==> src/rtl/io_bus_arbiter_pkg.sv <==
// Shared FSM state encoding, LogicaIO device IDs and the wait-state clamp
// used by the IO bus arbiter.
package io_bus_arbiter_pkg;

  typedef enum logic [1:0] {
    S_IDLE   = 2'd0,
    S_ACCESS = 2'd1,
    S_DONE   = 2'd2
  } arb_state_t;

  localparam logic [2:0] DEV_LED  = 3'd0;
  localparam logic [2:0] DEV_SW   = 3'd1;
  localparam logic [2:0] DEV_BTN  = 3'd2;
  localparam logic [2:0] DEV_NONE = 3'd7;

  // Out-of-range wait-state counts fall back to a single access cycle.
  function automatic int clamp_wait(input int cyc);
    return (cyc < 1 || cyc > 15) ? 1 : cyc;
  endfunction

endpackage

==> src/rtl/io_bus_arbiter_rr_pick.sv <==
// Combinational round-robin pick between the two bus masters, with an
// optional lock that restricts the grant to the locking master.
module io_bus_arbiter_rr_pick (
  input  logic req0,
  input  logic req1,
  input  logic owner,
  input  logic lock_active,
  input  logic lock_id,
  output logic grant_valid,
  output logic grant_id
);

  logic eff0;
  logic eff1;

  // A held lock masks the other master; a tie goes to the master that is not the owner.
  always_comb begin
    eff0        = req0 & ~(lock_active & lock_id);
    eff1        = req1 & ~(lock_active & ~lock_id);
    grant_valid = eff0 | eff1;
    grant_id    = (eff0 & eff1) ? ~owner : eff1;
  end

endmodule

==> src/rtl/io_bus_arbiter.sv <==
// Two-master round-robin arbiter in front of the LogicaIO register bus.
// Define IO_ARB_LOCK_EN to add lock0/lock1 for locked back-to-back transfers.
module io_bus_arbiter
  import io_bus_arbiter_pkg::*;
#(
  parameter int         WAIT_CYC = 1,
  parameter logic [2:0] IDLE_DEV = DEV_NONE
) (
  input  logic        clk,
  input  logic        reset,
  input  logic        req0,
  input  logic        req1,
  input  logic        we0,
  input  logic        we1,
  input  logic [2:0]  dev0,
  input  logic [2:0]  dev1,
  input  logic [1:0]  reg0,
  input  logic [1:0]  reg1,
  input  logic [15:0] wdata0,
  input  logic [15:0] wdata1,
`ifdef IO_ARB_LOCK_EN
  input  logic        lock0,
  input  logic        lock1,
`endif
  output logic        ack0,
  output logic        ack1,
  output logic [15:0] rdata0,
  output logic [15:0] rdata1,
  output logic [2:0]  io_dev_sel,
  output logic [1:0]  io_reg_sel,
  output logic        io_we,
  output logic [15:0] io_data_in,
  input  logic [15:0] io_data_out,
  output logic        owner
);

  localparam int         WAIT_EFF = clamp_wait(WAIT_CYC);
  localparam logic [3:0] LAST_CNT = 4'(WAIT_EFF - 1);

  arb_state_t state;
  arb_state_t next_state;
  logic [3:0] wait_cnt;
  logic       bus_we;
  logic       grant_valid;
  logic       grant_id;
  logic       lock_active;
  logic       lock_id;
  logic       last_cyc;

  assign last_cyc = (wait_cnt == LAST_CNT);

  io_bus_arbiter_rr_pick u_pick (
    .req0        (req0),
    .req1        (req1),
    .owner       (owner),
    .lock_active (lock_active),
    .lock_id     (lock_id),
    .grant_valid (grant_valid),
    .grant_id    (grant_id)
  );

  always_ff @(posedge clk or posedge reset) begin
    if (reset) state <= S_IDLE;
    else       state <= next_state;
  end

  // The ack is a pure function of state so an async reset can never leave a partial pulse.
  always_comb begin
    next_state = state;
    ack0       = 1'b0;
    ack1       = 1'b0;
    case (state)
      S_IDLE:   if (grant_valid) next_state = S_ACCESS;
      S_ACCESS: if (last_cyc) next_state = S_DONE;
      S_DONE: begin
        next_state = S_IDLE;
        ack0       = ~owner;
        ack1       = owner;
      end
      default:  next_state = S_IDLE;
    endcase
  end

  // owner doubles as the current winner, since it is updated on every grant.
  always_ff @(posedge clk or posedge reset) begin
    if (reset) begin
      owner      <= 1'b1;
      wait_cnt   <= 4'd0;
      bus_we     <= 1'b0;
      io_dev_sel <= IDLE_DEV;
      io_reg_sel <= 2'd0;
      io_we      <= 1'b0;
      io_data_in <= 16'd0;
      rdata0     <= 16'd0;
      rdata1     <= 16'd0;
    end else begin
      io_we <= 1'b0;
      case (state)
        S_IDLE: begin
          if (grant_valid) begin
            owner      <= grant_id;
            wait_cnt   <= 4'd0;
            bus_we     <= grant_id ? we1 : we0;
            io_we      <= grant_id ? we1 : we0;
            io_dev_sel <= grant_id ? dev1 : dev0;
            io_reg_sel <= grant_id ? reg1 : reg0;
            io_data_in <= grant_id ? wdata1 : wdata0;
          end
        end
        S_ACCESS: begin
          if (last_cyc) begin
            wait_cnt   <= 4'd0;
            io_dev_sel <= IDLE_DEV;
            if (!bus_we) begin
              if (owner) rdata1 <= io_data_out;
              else       rdata0 <= io_data_out;
            end
          end else begin
            wait_cnt <= wait_cnt + 4'd1;
          end
        end
        default: ;
      endcase
    end
  end

`ifdef IO_ARB_LOCK_EN
  // The winner's lock is captured only in its ack cycle.
  always_ff @(posedge clk or posedge reset) begin
    if (reset) begin
      lock_active <= 1'b0;
      lock_id     <= 1'b0;
    end else if (state == S_DONE) begin
      lock_active <= owner ? lock1 : lock0;
      lock_id     <= owner;
    end
  end
`else
  assign lock_active = 1'b0;
  assign lock_id     = 1'b0;
`endif

endmodule

==> config.mk <==
export PLATFORM = sky130hd
export DESIGN_NAME = io_bus_arbiter
export DESIGN_NICKNAME = d
export VERILOG_FILES = /design/src/rtl/io_bus_arbiter_pkg.sv /design/src/rtl/io_bus_arbiter_rr_pick.sv /design/src/rtl/io_bus_arbiter.sv
export SDC_FILE = /design/constraint.sdc
export NUM_CORES = 1
export LEC_CHECK = 0
export BUFFER_PORTS_ARGS = -buffer_cell sky130_fd_sc_hd__buf_2
export CAP_MARGIN = 15
export CORE_UTILIZATION = 47
export CTS_CLUSTER_DIAMETER = 200
export DETAILED_ROUTE_END_ITERATION = 16
export GPL_ROUTABILITY_DRIVEN = 0
export PLACE_DENSITY = 0.8
export RECOVER_POWER = 25
export SETUP_SLACK_MARGIN = 0.05
export SLEW_MARGIN = 10
export SYNTH_ARGS = -nofsm -noshare
export SYNTH_HDL_FRONTEND = slang
export SYNTH_HIERARCHICAL = 1
export SYNTH_SLANG_ARGS = --single-unit
==> constraint.sdc <==
create_clock -name clk -period 2 [get_ports clk]
set_input_delay 0.3 -clock clk [delete_from_list [all_inputs] [get_ports clk]]
set_output_delay 0.3 -clock clk [all_outputs]
set_load 0.1 [all_outputs]
Yosys cells after proc, flatten, opt, wreduce, memory -nomap -nowiden
Cells that the tools add are included.

word-level totals
  output and inout bits = 57
  register bits after elaboration = 62
  bits of input ports = 64

operators by class
  reductions and logical operators = 9
  bitwise logic cells = 4
  mux-type cells = 18
  equal/unequal tests = 4
  add/sub/neg operators = 1

operators with widths
  kind                                            number
  two-way mux 16 bit                              1
  two-way mux 3 bit                               3
  two-way mux 4 bit                               2
  one-hot mux 4 bit (2 select lines)              1
  AND reduction 4 bit                             2
  two-way mux 1 bit                               6
  two-way mux 2 bit                               3
  one-hot mux 3 bit (2 select lines)              1
  AND reduction 2 bit                             3
  adder 4 x 1 -> 4 bit (second input constant)    1
  zero test 4 bit                                 1
  inequality test 2 bit (second input constant)   2
  one-hot mux 2 bit (2 select lines)              1
  AND reduction 3 bit                             1
  == test 2 x 1 -> 1 bit (second input constant)  1
  == test 2 bit (second input constant)           1
  zero test 2 bit                                 1
  inverter 1 bit                                  2
  nonzero test 2 bit                              1
  bitwise AND 1 bit                               1
  bitwise OR 1 bit                                1

Depth between registers and ports, before layout
Gate-level depths: netlist of the first run.

  depth in word-level cells = 5
  mapped depth = 6
  mapped depth without buffers = 5

Modules after synthesis
Netlist of the first run, hierarchy kept.

by module, submodules not included
  module                  sequential area each (µm²)  cells each  area an instance (µm²)  times used
  io_bus_arbiter          1556.5                      206         2693.8                  1
  io_bus_arbiter_rr_pick  0.0                         5           40.0                    1

Worst setup path after synthesis of the first run
No wires, ideal clock.

  path kind = flip-flop to output port
  from = register owner
  to = output ack0
  data required time = 1.700 ns
  buffers on the path = 0
  path slack = -1.127 ns
  stages on the path, launching flop included = 2
  arrival time = 2.827 ns
  cell sequence = dfstp_2 > nor3b_1

between the ends
  longest elaborated chain between the ends = 2

ends and longest elaborated chain
  what                    RTL line               source
  start, declared         io_bus_arbiter.sv:34   output logic owner
  start signal, assigned  io_bus_arbiter.sv:101  owner <= grant_id;
  inverter 1 bit          io_bus_arbiter.sv:77   ack0 = ~owner;
  two-way mux 1 bit       io_bus_arbiter.sv:72   case (state)
  end, declared           io_bus_arbiter.sv:25   output logic ack0,

No other way between the ends.

Worst setup path in the final report of the first run
  from = register owner
  to = output ack1

between the ends
  longest elaborated chain between the ends = 1

ends and longest elaborated chain
  what               RTL line              source
  two-way mux 1 bit  io_bus_arbiter.sv:72
  end, declared      io_bus_arbiter.sv:26  output logic ack1,

No other way between the ends.

==> metrics.md, run 1 <==
| Metric | Value |
|---|---|
| Run status | finished, final reports clean |
| Xor/xnor share of the synthesized area | 0% |
| Worst R2R End | rdata1[7] |
| Compound-Gate Fraction of Synth Area | 6.64% |
| Routed Antenna Nets | 0 |
| Wire length on met2 | 3050 um |
| Slowest stage delay, CP | 0.67 ns |
| CTS max path bufs | 2 |
| Simple-gate portion of the synthesized area | 9.57% |
| Max Slew Vio Count | 0 |
| Slew headroom | 64.4% |
| Area growth, synth to finish | 35.6% |
| Die area | 6130 um^2 |
| Largest net degree at the start of global routing | 41 |
| Top Ports | 121 |
| Synth warn | 6 |
| Worst-skew pair later-pin latency | 0.33 ns |
| Drc violations | 0 |
| Endpoints failing setup | 0 |
| Share of cells above drive strength 1 | 53.3% |
| Worst R2R Path Depth | 6 |
| Uppermost routed layer | met4 |
| Area share of fa/ha/maj cells after synthesis | 0.915% |
| Mapped Area | 2730 um^2 |
| Post-DP HPWL | 4380 um |
| Clock Sinks | 62 |
| Crit-path cells | and3b_2 -> clkbuf_4 |
| Vias after detailed routing | 2039 |
| Vias in the first global route | 2086 |
| Commonest cells after routing, fill and taps aside | buf_2 (119), dfrtp_1 (58), nand2_1 (29) |
| Global route overflow | 0 |
| Setup CP Type | reg -> out |
| Critical Path RT | 1.70 ns |
| I/O Buffers | 120 |
| Clk root buf | clkbuf_8 |
| Flops & latches, synth | 62 |
| MaxCap Viol Count | 0 |
| ANT cells | 0 |
| Hold Path Stages | 2 |
| DRT met1 WL | 2450 um |
| Routed met3 length | 169 um |
| Tot GR Track Use | 20.7% |
| Setup_tns | 0 ns |
| Hold_sp | io_data_out[2] |
| Final nets | 410 |
| Starting Density | 49.3% |
| Critical-path top delay cell | dfstp_4 |
| Final hold vios | 0 |
| RR Startpoint | wait_cnt[0] |
| First-pass DRT Iterations | 4 |
| Avg Cell Area, Syn | 13.0 um^2 |
| Core area | 5540 um^2 |
| Rows | 27 |
| Commonest non-fill, non-tap cell in the layout | buf_2 |
| Fin crit share | 90.7% |
| Register area share after synthesis | 56.9% |
| RSZ-0062 raised after global routing | no |
| Die width | 78.3 um |
| CTS tree | yes |
| Initial antenna violation count | 0 |
| Clock Skews | 0.0112 ns |
| Reg clk slew, reported paths | 0.07 ns |
| CP startpoint kind | register |
| Max Clock Freq | 551 MHz |
| H-tree levels | 3 |
| Number of CTS-inserted buffers | 9 |
| Wirelength per Cell | 13.8 um |
| Post-Route WL | 5790 um |
| Cell count after synthesis | 211 |
| Vias per cell | 4.84 |
| End-of-flow core utilization | 66.9% |
| Critical Path Sink Type | output pin |
| R2r setup slk | 0.26 ns |
| Min Tclk post-route | 1.81 ns |
| Iter 0 DRT Violations | 150 |
| Post-synth cell types | 30 |
| CP Max Fanout | 7 |
| Chip height | 78.3 um |
| Hold crit path type | in -> reg |
| Multiplexer area fraction after synthesis | 23.3% |
| Hold path endpoint | rdata1[2] |
| Worst slew pin tran | 0.534 ns |
| Largest family of logic cells by synthesized area | multiplexers |
| Global-route wire length before repair | 9610 um |
| CP Data Arrival Time | 1.51 ns |
-- synthesized netlist by cell type --
| library cell | n | area [um^2] |
|---|---|---|
| a21boi_2 | 1 | 11.3 |
| a21o_1 | 1 | 7.51 |
| a22o_1 | 1 | 8.76 |
| a22oi_1 | 3 | 22.5 |
| and3b_1 | 1 | 8.76 |
| buf_2 | 3 | 15.0 |
| buf_6 | 2 | 22.5 |
| clkbuf_1 | 4 | 15.0 |
| conb_1 | 1 | 3.75 |
| dfrtp_1 | 58 | 1450 |
| dfstp_2 | 4 | 105 |
| ha_1 | 2 | 25.0 |
| inv_1 | 4 | 15.0 |
| mux2_2 | 22 | 248 |
| mux2_4 | 10 | 150 |
| mux2i_1 | 24 | 240 |
| nand2_1 | 29 | 109 |
| nand2b_1 | 1 | 6.26 |
| nand3_1 | 1 | 5.00 |
| nand3_4 | 1 | 17.5 |
| nand4b_4 | 1 | 23.8 |
| nor2_1 | 7 | 26.3 |
| nor2b_4 | 1 | 13.8 |
| nor3b_1 | 2 | 15.0 |
| nor3b_4 | 1 | 18.8 |
| o211a_1 | 1 | 10.0 |
| o21ai_0 | 21 | 105 |
| o21bai_1 | 1 | 7.51 |
| o22a_1 | 1 | 8.76 |
| or3b_2 | 2 | 17.5 |
-- how the worst max path moves through the flow --
stage / to / start / slack [ns]
after floorplan: io_dev_sel[0] / owner / 0.11
after global placement: bus_we / req0 / 0.30
after detailed placement: rdata1[4] / wait_cnt[0] / 0.26
after CTS: ack1 / owner / 0.07
after global routing: ack0 / state[1] / 0.12
final: ack1 / owner / 0.19
-- worst max-delay path: cells and delay by family, from the launching register on --
kind / cells / cell delay (ns)
flops: 1 / 0.67
buf+inv: 1 / 0.32
simple gates: 1 / 0.19
-- layout make-up --
| type | instances | area [um^2] |
|---|---|---|
| multi-input combinational | 140 | 1140 |
| inverter | 4 | 15.0 |
| clock buffer | 11 | 141 |
| tap | 72 | 90.1 |
| timing repair buffer | 127 | 681 |
| fill | 449 | 1830 |
| sequential | 62 | 1560 |
| clock inverter | 5 | 81.3 |
-- sequential cells by signal, indices dropped and copies added (netlist names) --
register,cells
io_we,1
wait_cnt,4
io_dev_sel,3
io_data_in,16
rdata0,16
rdata1,16
io_reg_sel,2
state,2
owner,1
bus_we,1
-- kinds of logic after synthesis --
kind of cell	after synthesis
compound gates	30
fa+ha+maj	2
buf+inv	13
flops	62
mux	56
other cells	1
simple gates	47
-- stage by stage --
step	setup WS, ns	cells	hold WS (ns)	instance area (um^2)
floorplan	0.106	215	0.449	2770
global route	0.118	421	0.196	3710
detailed placement	0.258	404	0.261	3470
CTS	0.0710	421	0.195	3710
global placement	0.302	404	0.258	3470
finish	0.186	421	0.210	3710
-- per-layer routing --
| layer | vias up | track usage (%) |
|---|---|---|
| met5 | - | 0 |
| met4 | 0 | 10.7 |
| met3 | 12 | 3.60 |
| met2 | 57 | 35.2 |
| met1 | 974 | 25.2 |
| li1 | 996 | - |
-- what timing repair did --
action                                  in CTS  in global routing
setup buffers                                0                  0
hold buffers                                 1                  0
endpoints found under the setup margin       0                  1
hold endpoints to repair                    11                  0
gates resized for setup                      0                  1
Power of run 1 is left out: the tool's default activity adds up to more than one toggle a clock period on the data nets, which glitch-free logic cannot reach.
==> run 2: changes to the inputs <==
--- a/config.mk
+++ b/config.mk
@@ -12,7 +12,7 @@
 export DETAILED_ROUTE_END_ITERATION = 16
 export GPL_ROUTABILITY_DRIVEN = 0
 export PLACE_DENSITY = 0.8
-export RECOVER_POWER = 25
+export RECOVER_POWER = 50
 export SETUP_SLACK_MARGIN = 0.05
 export SLEW_MARGIN = 10
 export SYNTH_ARGS = -nofsm -noshare
==> run 2 against run 1 <==
Effect of this change: fmax hardly changed; global-route usage did not move; critical path type unchanged; first-iteration DRC count is 3.3% higher; non-clock buffer count stayed put; via count up 0.34%; die area is the same; sequential share of layout area did not move; register-to-register slack about the same.
==> metrics.md, run 2 (synthesis gave the netlist of run 1 again) <==
| Metric | Value |
|---|---|
| CTS max path bufs | 2 (unchanged) |
| RR Startpoint | wait_cnt[0] |
| Starting Density | 49.3% (unchanged) |
| Initial antenna violation count | 0 (unchanged) |
| Crit-path cells | and3b_2 -> clkbuf_4 |
| Drc violations | 0 (unchanged) |
| Vias in the first global route | 2086 (unchanged) |
| CTS tree | yes |
| Post-CTS setup repair buffer count | 0 (unchanged) |
| Commonest cells after routing, fill and taps aside | buf_2 (93), dfrtp_1 (58), nand2_1 (29) |
| Critical-path top delay cell | dfstp_4 |
| Post-DP HPWL | 4380 um (unchanged) |
| Hold Path Stages | 2 (unchanged) |
| Reg clk slew, reported paths | 0.07 ns (about the same) |
| Worst R2R End | rdata1[7] |
| Largest regs | io_data_in (16), rdata0 (16), rdata1 (16) |
| Core area | 5540 um^2 (unchanged) |
| CP startpoint kind | register |
| Vias per cell | 4.86 (+0.34%) |
| Tot GR Track Use | 20.7% (unchanged) |
| Final hold vios | 0 (unchanged) |
| Iter 0 DRT Violations | 155 (+3.3%) |
| Worst-skew pair later-pin latency | 0.33 ns (about the same) |
| Area growth, synth to finish | 35.6% (unchanged) |
| First-pass DRT Iterations | 4 (unchanged) |
| Max Slew Vio Count | 0 (unchanged) |
| Rows | 27 (unchanged) |
| Endpoints failing setup | 0 (unchanged) |
| Hold_sp | io_data_out[2] |
| I/O Buffers | 120 (unchanged) |
| Global route overflow | 0 (unchanged) |
| Worst slew pin tran | 0.557 ns (+0.0231 ns) |
| Die area | 6130 um^2 (unchanged) |
| Slowest stage delay, CP | 0.67 ns (about the same) |
| Clk root buf | clkbuf_8 |
| Setup CP Type | reg -> out |
| Post-Route WL | 5800 um (+0.16%) |
| Filler cells | 449 (unchanged) |
| Post-Place Worst Slack | 0.258 ns (unchanged) |
| WHS | 0.209 ns (-0.000274 ns) |
| Clock Skews | 0.0115 ns (+0.000340 ns) |
| Fin crit share | 90.7% (about the same) |
| Max Clock Freq | 551 MHz (about the same) |
| Slew headroom | 63.0% (-1.3 points) |
| Top Ports | 121 (unchanged) |
| Critical Path RT | 1.70 ns (about the same) |
| Global-route wire length before repair | 9610 um (unchanged) |
| Number of CTS-inserted buffers | 9 (unchanged) |
| Hold path endpoint | rdata1[2] |
| Die width | 78.3 um (unchanged) |
| RSZ-0062 raised after global routing | no |
| Final WS setup | 0.187 ns (+0.000306 ns) |
| Worst R2R Path Depth | 6 (unchanged) |
| Wirelength per Cell | 13.8 um (+0.16%) |
| Setup_tns | 0 ns (unchanged) |
| CP Data Arrival Time | 1.51 ns (about the same) |
| CP Max Fanout | 7 (unchanged) |
| Min Tclk post-route | 1.81 ns (-0.000306 ns) |
| Final nets | 410 (unchanged) |
| R2r setup slk | 0.25 ns (about the same) |
| Chip height | 78.3 um (unchanged) |
| Largest net degree at the start of global routing | 41 (unchanged) |
| H-tree levels | 3 (unchanged) |
| MaxCap Viol Count | 0 (unchanged) |
| Critical Path Sink Type | output pin |
| Clock Sinks | 62 (unchanged) |
| ANT cells | 0 (unchanged) |
| Routed Antenna Nets | 0 (unchanged) |
| Vias after detailed routing | 2046 (+0.34%) |
| Run status | finished, final reports clean |
| Commonest non-fill, non-tap cell in the layout | buf_2 |
| Hold crit path type | in -> reg |
| Share of cells above drive strength 1 | 53.3% (unchanged) |
## run 2: cell count changes in the layout (fill, tap and decap cells not counted)
cell	before	now
clkbuf_2	1	27
buf_2	119	93
## run 2: what timing repair did
| item | 4_1_cts | 5_1_grt |
|---|---|---|
| hold buffers | 1 | 0 |
| hold endpoints to repair | 11 | 0 |
| setup endpoints to repair | 0 | 1 |
| gates resized for setup | 0 | 1 |
## run 2: area by class of cell
type,instances,area (um^2),share of cell area [%]
Clock buffer,11,141,3.82
Clock inverter,5,81.3,2.19
Inverter,4,15.0,0.405
Multi-Input combinational cell,140,1140,30.7
Sequential cell,62,1560,42.1
Tap cell,72,90.1,2.43
Timing Repair Buffer,127,681,18.4
## run 2: worst max-delay path by stage
stage	cells after the start	start	slack (ns)	end
global placement	7	req0	0.30	bus_we
detailed placement	6	wait_cnt[0]	0.26	rdata1[4]
finish	2	owner	0.19	ack1
global route	2	state[1]	0.12	ack0
floorplan	6	owner	0.11	io_dev_sel[0]
CTS	2	owner	0.07	ack1
## run 2: through the flow
stage,area (um^2),utilization (%),instances
floorplan,2770,-,215
global placement,3470,62.7,404
detailed placement,3470,62.7,404
CTS,3710,66.9,421
global route,3710,66.9,421
finish,3710,66.9,421
## run 2: layer usage
layer / track usage (%) / up-vias / wire [um]
li1: - / 996 / -
met1: 25.2 / 978 / 2450
met2: 35.2 / 60 / 3030
met3: 3.60 / 12 / 181
met4: 10.7 / 0 / 131
met5: 0 / - / 0
## run 2: critical path, delay by kind of cell, from the launching register on
| kind | cells | cell delay (ns) |
|---|---|---|
| and+or+nand+nor | 1 | 0.19 |
| DFF | 1 | 0.67 |
| buffers and inverters | 1 | 0.32 |
Power of run 2 is left out for the same reason.
==> run 3: changes to the inputs <==
--- a/config.mk
+++ b/config.mk
@@ -11,11 +11,10 @@
 export CTS_CLUSTER_DIAMETER = 200
 export DETAILED_ROUTE_END_ITERATION = 16
 export GPL_ROUTABILITY_DRIVEN = 0
-export PLACE_DENSITY = 0.8
+export PLACE_DENSITY = 0.79
 export RECOVER_POWER = 50
 export SETUP_SLACK_MARGIN = 0.05
 export SLEW_MARGIN = 10
 export SYNTH_ARGS = -nofsm -noshare
 export SYNTH_HDL_FRONTEND = slang
-export SYNTH_HIERARCHICAL = 1
 export SYNTH_SLANG_ARGS = --single-unit
==> run 3 against run 2 <==
Effect of this change: critical path depth rose by 1; first-iteration DRC count fell by 68%; clock skew fell by 0.0013 ns; die area rose by 2.2%; sequential share of layout area fell by 0.77 points; core utilization rose by 0.42 points; flip-flop and latch count did not move; largest cell class unchanged; highest routed layer unchanged.
==> metrics.md, run 3 <==
| Metric | Value |
|---|---|
| GR Util met1 | 24.3% (-0.91 points) |
| RR Startpoint | owner |
| Critical Path Sink Type | output pin |
| Final hold vios | 0 (unchanged) |
| Post-Route WL | 5630 um (-3.0%) |
| Syn nets | 247 |
| Chip height | 79.1 um (+1.1%) |
| Clock Skews | 0.0103 ns (-0.00129 ns) |
| First-pass DRT Iterations | 4 (unchanged) |
| Global route overflow | 0 (unchanged) |
| Routed Antenna Nets | 0 (unchanged) |
| Reg clk slew, reported paths | 0.07 ns (about the same) |
| Share of cells above drive strength 1 | 68.9% (+16 points) |
| H-tree levels | 3 (unchanged) |
| Die area | 6260 um^2 (+2.2%) |
| Post-synth cell types | 30 (unchanged) |
| Vias after detailed routing | 1953 (-4.5%) |
| WHS | 0.213 ns (+0.00359 ns) |
| R2r setup slk | 0.23 ns (-0.02 ns) |
| Most common cell in the netlist | dfrtp_1 |
| Clock Sinks | 62 (unchanged) |
| Crit-path cells | inv_1 -> nor3b_4 -> buf_12 |
| Commonest cells after routing, fill and taps aside | buf_2 (94), dfrtp_1 (58), mux2_2 (48) |
| Critical Path RT | 1.70 ns (about the same) |
| CP startpoint kind | register |
| Vias in the first global route | 1957 (-6.2%) |
| Top post-synthesis cells by area | dfrtp_1 (52%), mux2_2 (19%), mux2_4 (11%) |
| Avg Cell Area, Syn | 15.4 um^2 (+19%) |
| Die width | 79.1 um (+1.1%) |
| MaxCap Viol Count | 0 (unchanged) |
| Post-synth top area cell | dfrtp_1 |
| Hold Path Stages | 2 (unchanged) |
| Hold_sp | io_data_out[0] |
| Run status | finished, final reports clean |
| Global-route wire length before repair | 9120 um (-5.1%) |
| Flops & latches, synth | 62 (unchanged) |
| CTS max path bufs | 2 (unchanged) |
| Wirelength per Cell | 14.3 um (+3.7%) |
| Cells after DPL | 377 (-6.7%) |
| Main synth FF type | dfrtp_1 |
| Worst R2R End | io_data_in[5] |
| Starting Density | 49.9% (+0.52 points) |
| Setup_tns | 0 ns (unchanged) |
| Met3 Use GR | 4.71% (+1.1 points) |
| RSZ-0062 raised after global routing | no |
| Commonest non-fill, non-tap cell in the layout | buf_2 |
| Mapped Area | 2800 um^2 (+2.3%) |
| Worst slew pin tran | 0.716 ns (+0.160 ns) |
| Commonest cells post-synth | dfrtp_1 (58), mux2_2 (48), mux2_4 (20) |
| Register area share after synthesis | 55.7% (-1.3 points) |
| Crit path buf inv count | 2 (+1) |
| Drc violations | 0 (unchanged) |
| Slowest stage delay, CP | 0.66 ns (about the same) |
| Cell count after synthesis | 181 (-14%) |
| Final nets | 383 (-6.6%) |
| Post-route cell area | 3770 um^2 (+1.9%) |
| Post-synth EDFFs | 0 (unchanged) |
| Hold crit path type | in -> reg |
| Area share of the largest cell type after synthesis | 51.9% (-1.2 points) |
| Crit. Startpoint | owner |
| CP Data Arrival Time | 1.55 ns (+0.04 ns) |
| ANT cells | 0 (unchanged) |
| Top Ports | 121 (unchanged) |
| CP Max Fanout | 5 (-2) |
| Most used routing layer in global routing | met2 |
| Slew headroom | 52.3% (-11 points) |
| Cell Area, Placed | 3560 um^2 (+2.6%) |
| Clk root buf | clkbuf_8 |
| Vias per cell | 4.96 (+2.0%) |
| Worst R2R Path Depth | 4 (-2) |
| Number of CTS-inserted buffers | 9 (unchanged) |
| Area growth, synth to finish | 35.0% |
| Post-synth ARST share | 100% (unchanged) |
| Endpoints failing setup | 0 (unchanged) |
| Core area | 5610 um^2 (+1.2%) |
| Rows | 27 (unchanged) |
| Min Tclk post-route | 1.85 ns (+0.0336 ns) |
| Initial antenna violation count | 0 (unchanged) |
| Iter 0 DRT Violations | 50 (-68%) |
| Tot GR Track Use | 19.4% (-1.3 points) |
| Crit path max-delay family | flip-flops |
| Fin crit share | 92.4% (+1.7 points) |
| Critical-path top delay cell | dfstp_4 |
| Max Clock Freq | 541 MHz (-1.8%) |
| Setup CP Type | reg -> out |
| Layout Cells excl Fill | 394 (-6.4%) |
| Post-DP HPWL | 4270 um (-2.6%) |
| Hold path endpoint | rdata1[0] |
| Largest net degree at the start of global routing | 30 (-27%) |
| CTS tree | yes |
| I/O Buffers | 120 (unchanged) |
| Max Slew Vio Count | 0 (unchanged) |
| Synth warn | 0 (-6) |
| Largest regs | io_data_in (16), rdata0 (16), rdata1 (16) |
| Met2 usage | 32.2% (-2.9 points) |
| Worst-skew pair later-pin latency | 0.33 ns (about the same) |
## run 3: cell count changes in the layout (fill, tap and decap cells not counted), moves of 3 or more
cell and delta:
o21ai_0 -20, mux2_2 +26, nor3_1 +3, buf_4 +4, mux2_4 +10, a22oi_1 -3
conb_1 -5, nor2_1 -5, mux2i_1 -15, nand2_1 -28, a21oi_1 +3
## run 3: cell families (layout without fill, tap and decap cells)
kind of cell / Yosys count / in the layout / synth area share, %
compound gates: 10 / 10 / 2.46
xor+xnor: 1 / 1 / 0.313
simple gates: 17 / 17 / 5.01
fa+ha+maj: 2 / 2 / 0.895
mux: 77 / 77 / 33.3
buf+inv: 12 / 153 / 2.37
flops: 62 / 62 / 55.7
## run 3: worst register-to-register path: cells and delay by family (launching register included)
family          cells  cell delay, ns
compound gates      1            0.13
buf+inv             1            0.21
flops               1            0.66
mux                 2            0.65
## run 3: area by class of cell
| cell class | count | area, um^2 |
|---|---|---|
| Sequential cell | 62 | 1560 |
| Timing Repair Buffer | 132 | 696 |
| Tap cell | 72 | 90.1 |
| Fill cell | 431 | 1830 |
| Clock inverter | 6 | 86.3 |
| Inverter | 5 | 18.8 |
| Clock buffer | 10 | 128 |
| Multi-Input combinational cell | 107 | 1200 |
## run 3: per-stage QoR
step	util (%)	setup WS (ns)
2_1_floorplan	-	-0.138
3_3_place_gp	63.5	0.273
3_5_place_dp	63.5	0.223
4_1_cts	67.5	0.122
5_1_grt	67.3	0.0981
6_report	67.3	0.153
## run 3: routing by layer
metal	wire, um	part of all wire (%)
met1	2450	43
met2	2760	49
met3	376	6.7
met4	42	0.75
met5	0	0
## run 3: how the worst max path moves through the flow
stage	endpoint	cells past startpoint
3_3_place_gp	io_data_in[3]	4
4_1_cts	ack1	3
6_report	ack1	3
5_1_grt	ack1	3
2_1_floorplan	ack1	2
3_5_place_dp	io_data_in[5]	4
## run 3: what timing repair did
item / 4_1_cts / 5_1_grt
hold buffers: 1 / 0
buffers inserted: 0 / 0
resized for setup: 0 / 0
hold endpoints to repair: 9 / 0
Power of run 3 is left out for the same reason.
